**src/rtl/cop0_status_ctrl_pkg.sv**
```systemverilog
// Shared COP0 definitions: the op encoding (selector) plus register indices, bit
// positions, reset values, the MTC0 write-mask table and FSM states (cop0_info).
package selector;
  typedef enum logic [2:0] {
    NONE = 3'd0,
    MTC0 = 3'd1,
    ERET = 3'd2,
    EI   = 3'd3,
    DI   = 3'd4,
    LL   = 3'd5,
    SC   = 3'd6,
    EXC  = 3'd7
  } cop0_op;
endpackage

package cop0_info;
  localparam logic [4:0] IDX_COUNT   = 5'd9;
  localparam logic [4:0] IDX_COMPARE = 5'd11;
  localparam logic [4:0] IDX_STATUS  = 5'd12;
  localparam logic [4:0] IDX_CAUSE   = 5'd13;
  localparam logic [4:0] IDX_EPC     = 5'd14;
  localparam logic [4:0] IDX_LLADDR  = 5'd17;

  localparam int ST_IE  = 0;
  localparam int ST_EXL = 1;
  localparam int ST_ERL = 2;
  localparam int CA_TI  = 30;

  localparam logic [31:0] STATUS_RST = 32'h0040_0004;
  localparam logic [31:0] CAUSE_RST  = 32'h0000_0000;

  // Status: IE/EXL/ERL/KSU, IM[7:0], BEV. Cause: software IP[1:0] only.
  localparam logic [31:0] WMASK [32] = '{
    9:       32'hFFFF_FFFF,
    11:      32'hFFFF_FFFF,
    12:      32'h0040_FF1F,
    13:      32'h0000_0300,
    14:      32'hFFFF_FFFF,
    17:      32'hFFFF_FFFF,
    default: 32'h0000_0000
  };

  typedef enum logic [1:0] {
    IDLE  = 2'd0,
    ENTER = 2'd1,
    DRAIN = 2'd2
  } exc_state_e;

  function automatic logic [31:0] wmerge(logic [31:0] old_v, logic [31:0] wr_v,
                                         logic [31:0] mask);
    return (old_v & ~mask) | (wr_v & mask);
  endfunction
endpackage

```
**src/rtl/cop0_status_ctrl_if.sv**
```systemverilog
// Pipeline <-> COP0 bus: commit-stage ops in, architectural state and control out.
interface cop0_status_ctrl_if;
  selector::cop0_op op;
  logic        op_valid;
  logic [4:0]  waddr;
  logic [31:0] rt;
  logic [31:0] mem_addr;
  logic [31:0] epc_in;
  logic [4:0]  exc_code;
  logic        flush_ack;
  logic [31:0] rdata;
  logic [31:0] status;
  logic [31:0] cause;
  logic [31:0] epc;
  logic        llbit;
  logic        int_req;
  logic        stall;

  modport master (
    output op, op_valid, waddr, rt, mem_addr, epc_in, exc_code, flush_ack,
    input  rdata, status, cause, epc, llbit, int_req, stall
  );

  modport slave (
    input  op, op_valid, waddr, rt, mem_addr, epc_in, exc_code, flush_ack,
    output rdata, status, cause, epc, llbit, int_req, stall
  );
endinterface

```
**src/rtl/cop0_status_ctrl_int_sync.sv**
```systemverilog
// Multi-flop synchronizer bank for the asynchronous hardware interrupt lines.
module cop0_int_sync #(
  parameter int WIDTH = 6,
  parameter int DEPTH = 2
) (
  input  logic             clk,
  input  logic             rst_n,
  input  logic [WIDTH-1:0] async_i,
  output logic [WIDTH-1:0] sync_o
);
  logic [WIDTH-1:0] stage_q [DEPTH];

  always_ff @(posedge clk or negedge rst_n) begin
    if (!rst_n) begin
      for (int i = 0; i < DEPTH; i++) stage_q[i] <= '0;
    end else begin
      stage_q[0] <= async_i;
      for (int i = 1; i < DEPTH; i++) stage_q[i] <= stage_q[i-1];
    end
  end

  assign sync_o = stage_q[DEPTH-1];
endmodule

```
**src/rtl/cop0_status_ctrl.sv**
```systemverilog
// COP0 Status/Cause/EPC/LL control with exception-entry FSM.
// Optional Count/Compare timer is built when COP0_TIMER_EN is defined.
module cop0_status_ctrl
  import cop0_info::*;
  import selector::*;
#(
  parameter int NUM_HW_INT  = 6,
  parameter int SYNC_STAGES = 2
) (
  input  logic                  clk,
  input  logic                  rst_n,
  input  logic [NUM_HW_INT-1:0] hw_int,
  cop0_status_ctrl_if.slave     bus
);
  exc_state_e  state_q, state_d;
  logic [31:0] status_q, status_d, cause_q, cause_d, epc_q, epc_d;
  logic [31:0] lladdr_q, lladdr_d, pend_epc_q, pend_epc_d;
  logic        llbit_q, llbit_d;
  logic [4:0]  pend_code_q, pend_code_d;
  logic [5:0]  ip_hw_q;
  logic [NUM_HW_INT-1:0] hw_sync;
  logic [7:0]  ip_all;
  logic [31:0] cause_vis, rd_raw, rdata;
  logic        op_fire, take_exc, int_req, take, mtc0_wr, timer_hit, compare_wr;

  cop0_int_sync #(.WIDTH(NUM_HW_INT), .DEPTH(SYNC_STAGES)) u_int_sync (
    .clk     (clk),
    .rst_n   (rst_n),
    .async_i (hw_int),
    .sync_o  (hw_sync)
  );

  function automatic logic [31:0] eff_wmask(logic [4:0] idx);
`ifdef COP0_TIMER_EN
    return WMASK[idx];
`else
    if (idx == IDX_COUNT || idx == IDX_COMPARE) return 32'h0;
    return WMASK[idx];
`endif
  endfunction

  // The timer shares IP7 with the top hardware line.
  assign ip_all    = {ip_hw_q | {cause_q[CA_TI], 5'b0}, cause_q[9:8]};
  assign cause_vis = {cause_q[31:16], ip_all, cause_q[7:0]};

  assign int_req  = (state_q == IDLE) && status_q[ST_IE] && !status_q[ST_EXL] &&
                    !status_q[ST_ERL] && ((ip_all & status_q[15:8]) != 8'h0);
  assign op_fire  = bus.op_valid && (state_q == IDLE);
  assign take_exc = op_fire && (bus.op == EXC);
  assign take     = take_exc || int_req;
  // Any op committing alongside an accepted exception is flushed with it.
  assign mtc0_wr  = op_fire && !take && (bus.op == MTC0);

`ifdef COP0_TIMER_EN
  logic [31:0] count_q, compare_q;
  logic        tick_q;

  always_ff @(posedge clk or negedge rst_n) begin
    if (!rst_n) begin
      count_q   <= '0;
      compare_q <= '0;
      tick_q    <= 1'b0;
    end else begin
      tick_q <= ~tick_q;
      if (mtc0_wr && bus.waddr == IDX_COUNT) count_q <= bus.rt;
      else if (tick_q)                       count_q <= count_q + 32'd1;
      if (compare_wr) compare_q <= bus.rt;
    end
  end

  assign timer_hit  = (count_q == compare_q);
  assign compare_wr = mtc0_wr && (bus.waddr == IDX_COMPARE);
`else
  assign timer_hit  = 1'b0;
  assign compare_wr = 1'b0;
`endif

  always_comb begin
    state_d     = state_q;
    status_d    = status_q;
    cause_d     = cause_q;
    epc_d       = epc_q;
    lladdr_d    = lladdr_q;
    llbit_d     = llbit_q;
    pend_code_d = pend_code_q;
    pend_epc_d  = pend_epc_q;
    case (state_q)
      IDLE: begin
        if (take) begin
          state_d     = ENTER;
          pend_code_d = take_exc ? bus.exc_code : 5'd0;
          pend_epc_d  = bus.epc_in;
        end else if (op_fire) begin
          case (bus.op)
            MTC0: begin
              case (bus.waddr)
                IDX_STATUS: status_d = wmerge(status_q, bus.rt, WMASK[IDX_STATUS]);
                IDX_CAUSE:  cause_d  = wmerge(cause_q, bus.rt, WMASK[IDX_CAUSE]);
                IDX_EPC:    epc_d    = wmerge(epc_q, bus.rt, WMASK[IDX_EPC]);
                IDX_LLADDR: lladdr_d = wmerge(lladdr_q, bus.rt, WMASK[IDX_LLADDR]);
                default: ;
              endcase
            end
            ERET: begin
              if (status_q[ST_ERL]) status_d[ST_ERL] = 1'b0;
              else                  status_d[ST_EXL] = 1'b0;
              llbit_d = 1'b0;
            end
            EI: status_d[ST_IE] = 1'b1;
            DI: status_d[ST_IE] = 1'b0;
            LL: begin
              lladdr_d = bus.mem_addr >> 4;
              llbit_d  = 1'b1;
            end
            SC: llbit_d = 1'b0;
            default: ;
          endcase
        end
      end
      ENTER: begin
        // A nested exception keeps the original return address.
        if (!status_q[ST_EXL]) epc_d = pend_epc_q;
        cause_d[6:2]     = pend_code_q;
        status_d[ST_EXL] = 1'b1;
        state_d          = DRAIN;
      end
      DRAIN: if (bus.flush_ack) state_d = IDLE;
      default: state_d = IDLE;
    endcase
    if (compare_wr)     cause_d[CA_TI] = 1'b0;
    else if (timer_hit) cause_d[CA_TI] = 1'b1;
  end

  always_comb begin
    rd_raw = '0;
    case (bus.waddr)
      IDX_STATUS:  rd_raw = status_q;
      IDX_CAUSE:   rd_raw = cause_vis;
      IDX_EPC:     rd_raw = epc_q;
      IDX_LLADDR:  rd_raw = lladdr_q;
`ifdef COP0_TIMER_EN
      IDX_COUNT:   rd_raw = count_q;
      IDX_COMPARE: rd_raw = compare_q;
`endif
      default:     rd_raw = '0;
    endcase
    rdata = rd_raw;
    if (mtc0_wr) rdata = wmerge(rd_raw, bus.rt, eff_wmask(bus.waddr));
    if (op_fire && !take && (bus.op == EI || bus.op == DI)) rdata = status_q;
    if (!rst_n) rdata = '0;
  end

  always_ff @(posedge clk or negedge rst_n) begin
    if (!rst_n) begin
      state_q     <= IDLE;
      status_q    <= STATUS_RST;
      cause_q     <= CAUSE_RST;
      epc_q       <= '0;
      lladdr_q    <= '0;
      llbit_q     <= 1'b0;
      pend_code_q <= '0;
      pend_epc_q  <= '0;
      ip_hw_q     <= '0;
    end else begin
      state_q     <= state_d;
      status_q    <= status_d;
      cause_q     <= cause_d;
      epc_q       <= epc_d;
      lladdr_q    <= lladdr_d;
      llbit_q     <= llbit_d;
      pend_code_q <= pend_code_d;
      pend_epc_q  <= pend_epc_d;
      ip_hw_q     <= 6'(hw_sync);
    end
  end

  assign bus.rdata   = rdata;
  assign bus.status  = status_q;
  assign bus.cause   = cause_vis;
  assign bus.epc     = epc_q;
  assign bus.llbit   = llbit_q;
  assign bus.int_req = int_req;
  assign bus.stall   = (state_q != IDLE);
endmodule

```
**src/flat_wrapper.sv**
```systemverilog
// flat-port wrapper written by rule: the top's interface ports become plain ports
module cop0_status_ctrl_flat import cop0_info::*; import selector::*;
#(
  parameter int NUM_HW_INT  = 6,
  parameter int SYNC_STAGES = 2
)
  (clk, rst_n, hw_int, bus_op, bus_op_valid, bus_waddr, bus_rt, bus_mem_addr, bus_epc_in, bus_exc_code, bus_flush_ack, bus_rdata, bus_status, bus_cause, bus_epc, bus_llbit, bus_int_req, bus_stall);
  cop0_status_ctrl_if bus_i ();
  input  logic clk;
  input  logic rst_n;
  input  logic [NUM_HW_INT-1:0] hw_int;
  input wire logic [$bits(bus_i.op)-1:0] bus_op;
  input wire logic [$bits(bus_i.op_valid)-1:0] bus_op_valid;
  input wire logic [$bits(bus_i.waddr)-1:0] bus_waddr;
  input wire logic [$bits(bus_i.rt)-1:0] bus_rt;
  input wire logic [$bits(bus_i.mem_addr)-1:0] bus_mem_addr;
  input wire logic [$bits(bus_i.epc_in)-1:0] bus_epc_in;
  input wire logic [$bits(bus_i.exc_code)-1:0] bus_exc_code;
  input wire logic [$bits(bus_i.flush_ack)-1:0] bus_flush_ack;
  output wire logic [$bits(bus_i.rdata)-1:0] bus_rdata;
  output wire logic [$bits(bus_i.status)-1:0] bus_status;
  output wire logic [$bits(bus_i.cause)-1:0] bus_cause;
  output wire logic [$bits(bus_i.epc)-1:0] bus_epc;
  output wire logic [$bits(bus_i.llbit)-1:0] bus_llbit;
  output wire logic [$bits(bus_i.int_req)-1:0] bus_int_req;
  output wire logic [$bits(bus_i.stall)-1:0] bus_stall;
  assign bus_i.op = bus_op;
  assign bus_i.op_valid = bus_op_valid;
  assign bus_i.waddr = bus_waddr;
  assign bus_i.rt = bus_rt;
  assign bus_i.mem_addr = bus_mem_addr;
  assign bus_i.epc_in = bus_epc_in;
  assign bus_i.exc_code = bus_exc_code;
  assign bus_i.flush_ack = bus_flush_ack;
  assign bus_rdata = bus_i.rdata;
  assign bus_status = bus_i.status;
  assign bus_cause = bus_i.cause;
  assign bus_epc = bus_i.epc;
  assign bus_llbit = bus_i.llbit;
  assign bus_int_req = bus_i.int_req;
  assign bus_stall = bus_i.stall;
  cop0_status_ctrl #(.NUM_HW_INT(NUM_HW_INT), .SYNC_STAGES(SYNC_STAGES)) u_core (.clk(clk), .rst_n(rst_n), .hw_int(hw_int), .bus(bus_i));
endmodule
```
**config.mk**
```make
export PLATFORM = sky130hd
export DESIGN_NAME = cop0_status_ctrl_flat
export DESIGN_NICKNAME = d
export VERILOG_FILES = /design/src/rtl/cop0_status_ctrl_pkg.sv /design/src/rtl/cop0_status_ctrl_if.sv /design/src/rtl/cop0_status_ctrl_int_sync.sv /design/src/rtl/cop0_status_ctrl.sv /design/src/flat_wrapper.sv
export SDC_FILE = /design/constraint.sdc
export NUM_CORES = 1
export LEC_CHECK = 0
export BUFFER_PORTS_ARGS = -buffer_cell sky130_fd_sc_hd__buf_2
export CAP_MARGIN = 20
export CORE_UTILIZATION = 30
export CTS_CLUSTER_SIZE = 20
export DETAILED_ROUTE_END_ITERATION = 10
export HOLD_SLACK_MARGIN = 0.08
export PLACE_DENSITY_LB_ADDON = 0.3
export SLEW_MARGIN = 10
export SYNTH_ARGS = -nofsm -noshare
export SYNTH_HDL_FRONTEND = slang
export SYNTH_SLANG_ARGS = --single-unit
export TNS_END_PERCENT = 50
```
**constraint.sdc**
```tcl
create_clock -name clk -period 7.9 [get_ports clk]
set_clock_uncertainty 0.1 [all_clocks]
set_input_delay 1.185 -clock clk [delete_from_list [all_inputs] [get_ports clk]]
set_output_delay 1.185 -clock clk [all_outputs]
set_load 0.02 [all_outputs]
```
==> flow_summary.json <==
{
  "status": "completed",
  "crit_slowest_cell": "or2_1",
  "grt_start_max_net_pins": 71,
  "synth_top_family_by_area": "multiplexers",
  "cts_tree": "built",
  "fin_nets": 1013,
  "first_pass_iters": 6,
  "ant_nets": 0,
  "grt_usage_pct": 19.0,
  "synth_edf_count": 0,
  "critical_path_class": "reg2out",
  "r2r-start": "u_core.state_q[1]",
  "synth_compound_gate_area_share_pct": 17.3,
  "placed_area_um2": 8630,
  "routed_wl_um": 23900,
  "layout_commonest_cell": "buf_2",
  "ff2ff_path_depth": 8,
  "num_vias": 6202,
  "slew_headroom_pct": 28.7,
  "overflow": 0,
  "routedWlPerCell_um": 19.4,
  "antenna_found_initial": 1,
  "synth-seq-cells": 143,
  "place_hpwl_um": 16200,
  "worstPathRequired_ns": 6.61,
  "crit_path_start": "u_core.state_q[1]",
  "finish.instance_area_um2": 9270,
  "drc": 0,
  "setup-violations-final": 0,
  "tightest_slew_ns": 1.07,
  "start_kind": "register",
  "worst-path-max-fanout": 18,
  "die_y_um": 159,
  "period_minus_slack_ns": 4.96,
  "cp_common_cell": "or2_1",
  "nFillCells": 2478,
  "cap_violations": 0,
  "hold_buffers": 0,
  "max_freq_ghz": 0.202,
  "min-delay-start": "u_core.u_int_sync.sync_o[4]",
  "die_x_um": 159,
  "grt_pass1_wl_um": 36400,
  "cts_setup_buffers": 0,
  "num_rows": 57,
  "finalWeightedCongestion": 0.790,
  "slew_viol_final": 0,
  "reg2reg_slack_ns": 4.67,
  "timing.final.crit_share_pct": 62.8,
  "worst_slack_ns": 2.94,
  "cts-resized-gates": 0,
  "grt_setup_unrepaired": "false",
  "synthMuxAreaShare_pct": 17.5,
  "clock-sinks": 143,
  "clockBufferDepth": 2,
  "start_util_pct": 30.5,
  "io_pins": 250,
  "p_total_uw": 2640,
  "cts_buffers": 17,
  "pwr_density_cell_nw_per_um2": 285,
  "viasPerCell": 5.04,
  "synth_fa_ha_area_share_pct": 0,
  "cts.clk_slew.worst_paths_ns": 0.07,
  "synth-simple-area-share_pct": 9.50,
  "async_reset_ff_share_pct": 100,
  "syn_area_um2": 7400,
  "pre_cts_ws_ns": 3.07,
  "final_layout_size_suffix_gt1_share_pct": 37.5,
  "vdd_drop_max_mv": 0.122,
  "tns_ns": 0,
  "reg2reg_to": "u_core.bus.epc[19]",
  "yosysWarningCount": 0,
  "htree_levels": 4,
  "hold_violations": 0,
  "drt_iter0_drc": 398,
  "crit_arrival_ns": 3.67,
  "mostFrequentLayoutCells": "207 x buf_2, 141 x dfrtp_1, 91 x nor2_1, 78 x a21oi_1, 71 x mux2i_1",
  "yosysSeqAreaShare_pct": 48.4,
  "clk_latency_ns": 0.43,
  "avgSynthCellArea_um2": 10.6,
  "hold_class": "reg2reg",
  "dieArea_um2": 25300,
  "antenna_cells": 0,
  "core_um2": 24200,
  "cp_cell_sequence": "or2_1, or4b_4, o21ai_4, or2_1, nand2_4, a211oi_1, buf_2",
  "postSynthCellCount": 698,
  "synth_cell_types": 53,
  "synth_xor_xnor_area_share_pct": 0,
  "port_buffers": 208,
  "area_growth_syn_to_layout_pct": 25.2,
  "hold_end": "u_core.ip_hw_q[4]",
  "leakage_uw": 0.00427,
  "holdPathStages": 0,
  "endpoint_kind": "output pin",
  "first_global_vias": 6077,
  "critPathMaxStageDelay_ns": 0.69,
  "synthFlopType": "dfrtp_1",
  "cts-root-buf": "clkbuf_16"
}
-- cell usage after synthesis, types with 4 or more instances --
master	number	area, um^2
buf_2	10	50.1
buf_4	45	338
mux2i_1	71	711
inv_1	5	18.8
a211oi_1	7	52.6
mux2_2	52	586
o21ai_0	15	75.1
o211ai_1	24	180
dfrtp_1	141	3530
clkbuf_1	24	90.1
a22o_1	4	35.0
a21oi_1	78	390
a211oi_2	12	150
nand2_1	33	124
nor2_1	93	349
a22oi_1	30	225
-- how the worst max path moves through the flow --
stage	slack, ns	endpoint	depth (start not counted)
after floorplan	3.62	bus_rdata[16]	7
final	2.94	bus_rdata[7]	7
after detailed placement	3.07	bus_rdata[6]	9
after CTS	2.94	bus_rdata[7]	7
after global routing	2.82	bus_rdata[7]	7
after global placement	3.11	bus_rdata[5]	9
-- report_power, final --
group          switching (uW)  internal (uW)
logic                     392            265
registers                 163            950
clock network             363            509
-- flip-flops by register name, summed over array words and instances, names as in the netlist --
signal and count:
u_core.lladdr_q 32, u_core.bus.status 14, u_core.ip_hw_q 6, u_core.bus.llbit 1, u_core.state_q 2, u_core.u_int_sync.sync_o 6, u_core.cause_q 7, u_core.bus.epc 32
u_core.pend_epc_q 32, u_core.u_int_sync.stage_q 6, u_core.pend_code_q 5
-- worst max-delay path: cells and delay by family (launching register included) --
family          cells  cell delay (ns)
compound gates      2             0.59
buf+inv             1             0.24
flops               1             0.48
simple gates        4             1.90
-- metal layers --
metal / vias to the layer above / track usage [%] / wire length, um
met3: 28 / 4.48 / 1560
li1: 2862 / - / -
met4: 0 / 5.24 / 336
met5: - / 0 / 0
met2: 254 / 30.2 / 11100
met1: 3058 / 25.8 / 10900
-- cells by family after synthesis --
kind of cell	count (synthesis)
buffers and inverters	89
multiplexers	123
AND/OR/NAND/NOR	155
other	1
AO/OA/AOI/OAI	187
flip-flops	143
-- metrics by stage --
| stage | hold WS [ns] | util (%) | std cells |
|---|---|---|---|
| 2_1_floorplan | 0.231 | - | 734 |
| 3_3_place_gp | 0.232 | 35.6 | 1198 |
| 3_5_place_dp | 0.235 | 35.6 | 1198 |
| 4_1_cts | 0.250 | 38.2 | 1230 |
| 5_1_grt | 0.256 | 38.2 | 1231 |
| 6_report | 0.248 | 38.2 | 1231 |
-- final cells by class --
| class | count | area (um^2) | share of cell area, % |
|---|---|---|---|
| clock buffer | 17 | 425 | 4.59 |
| clock inverter | 15 | 198 | 2.13 |
| inverter | 6 | 22.5 | 0.243 |
| multi-input combinational | 502 | 3460 | 37.3 |
| sequential | 143 | 3580 | 38.6 |
| tap | 324 | 405 | 4.37 |
| timing repair buffer | 224 | 1180 | 12.7 |
(Power assumes the default switching activity.)
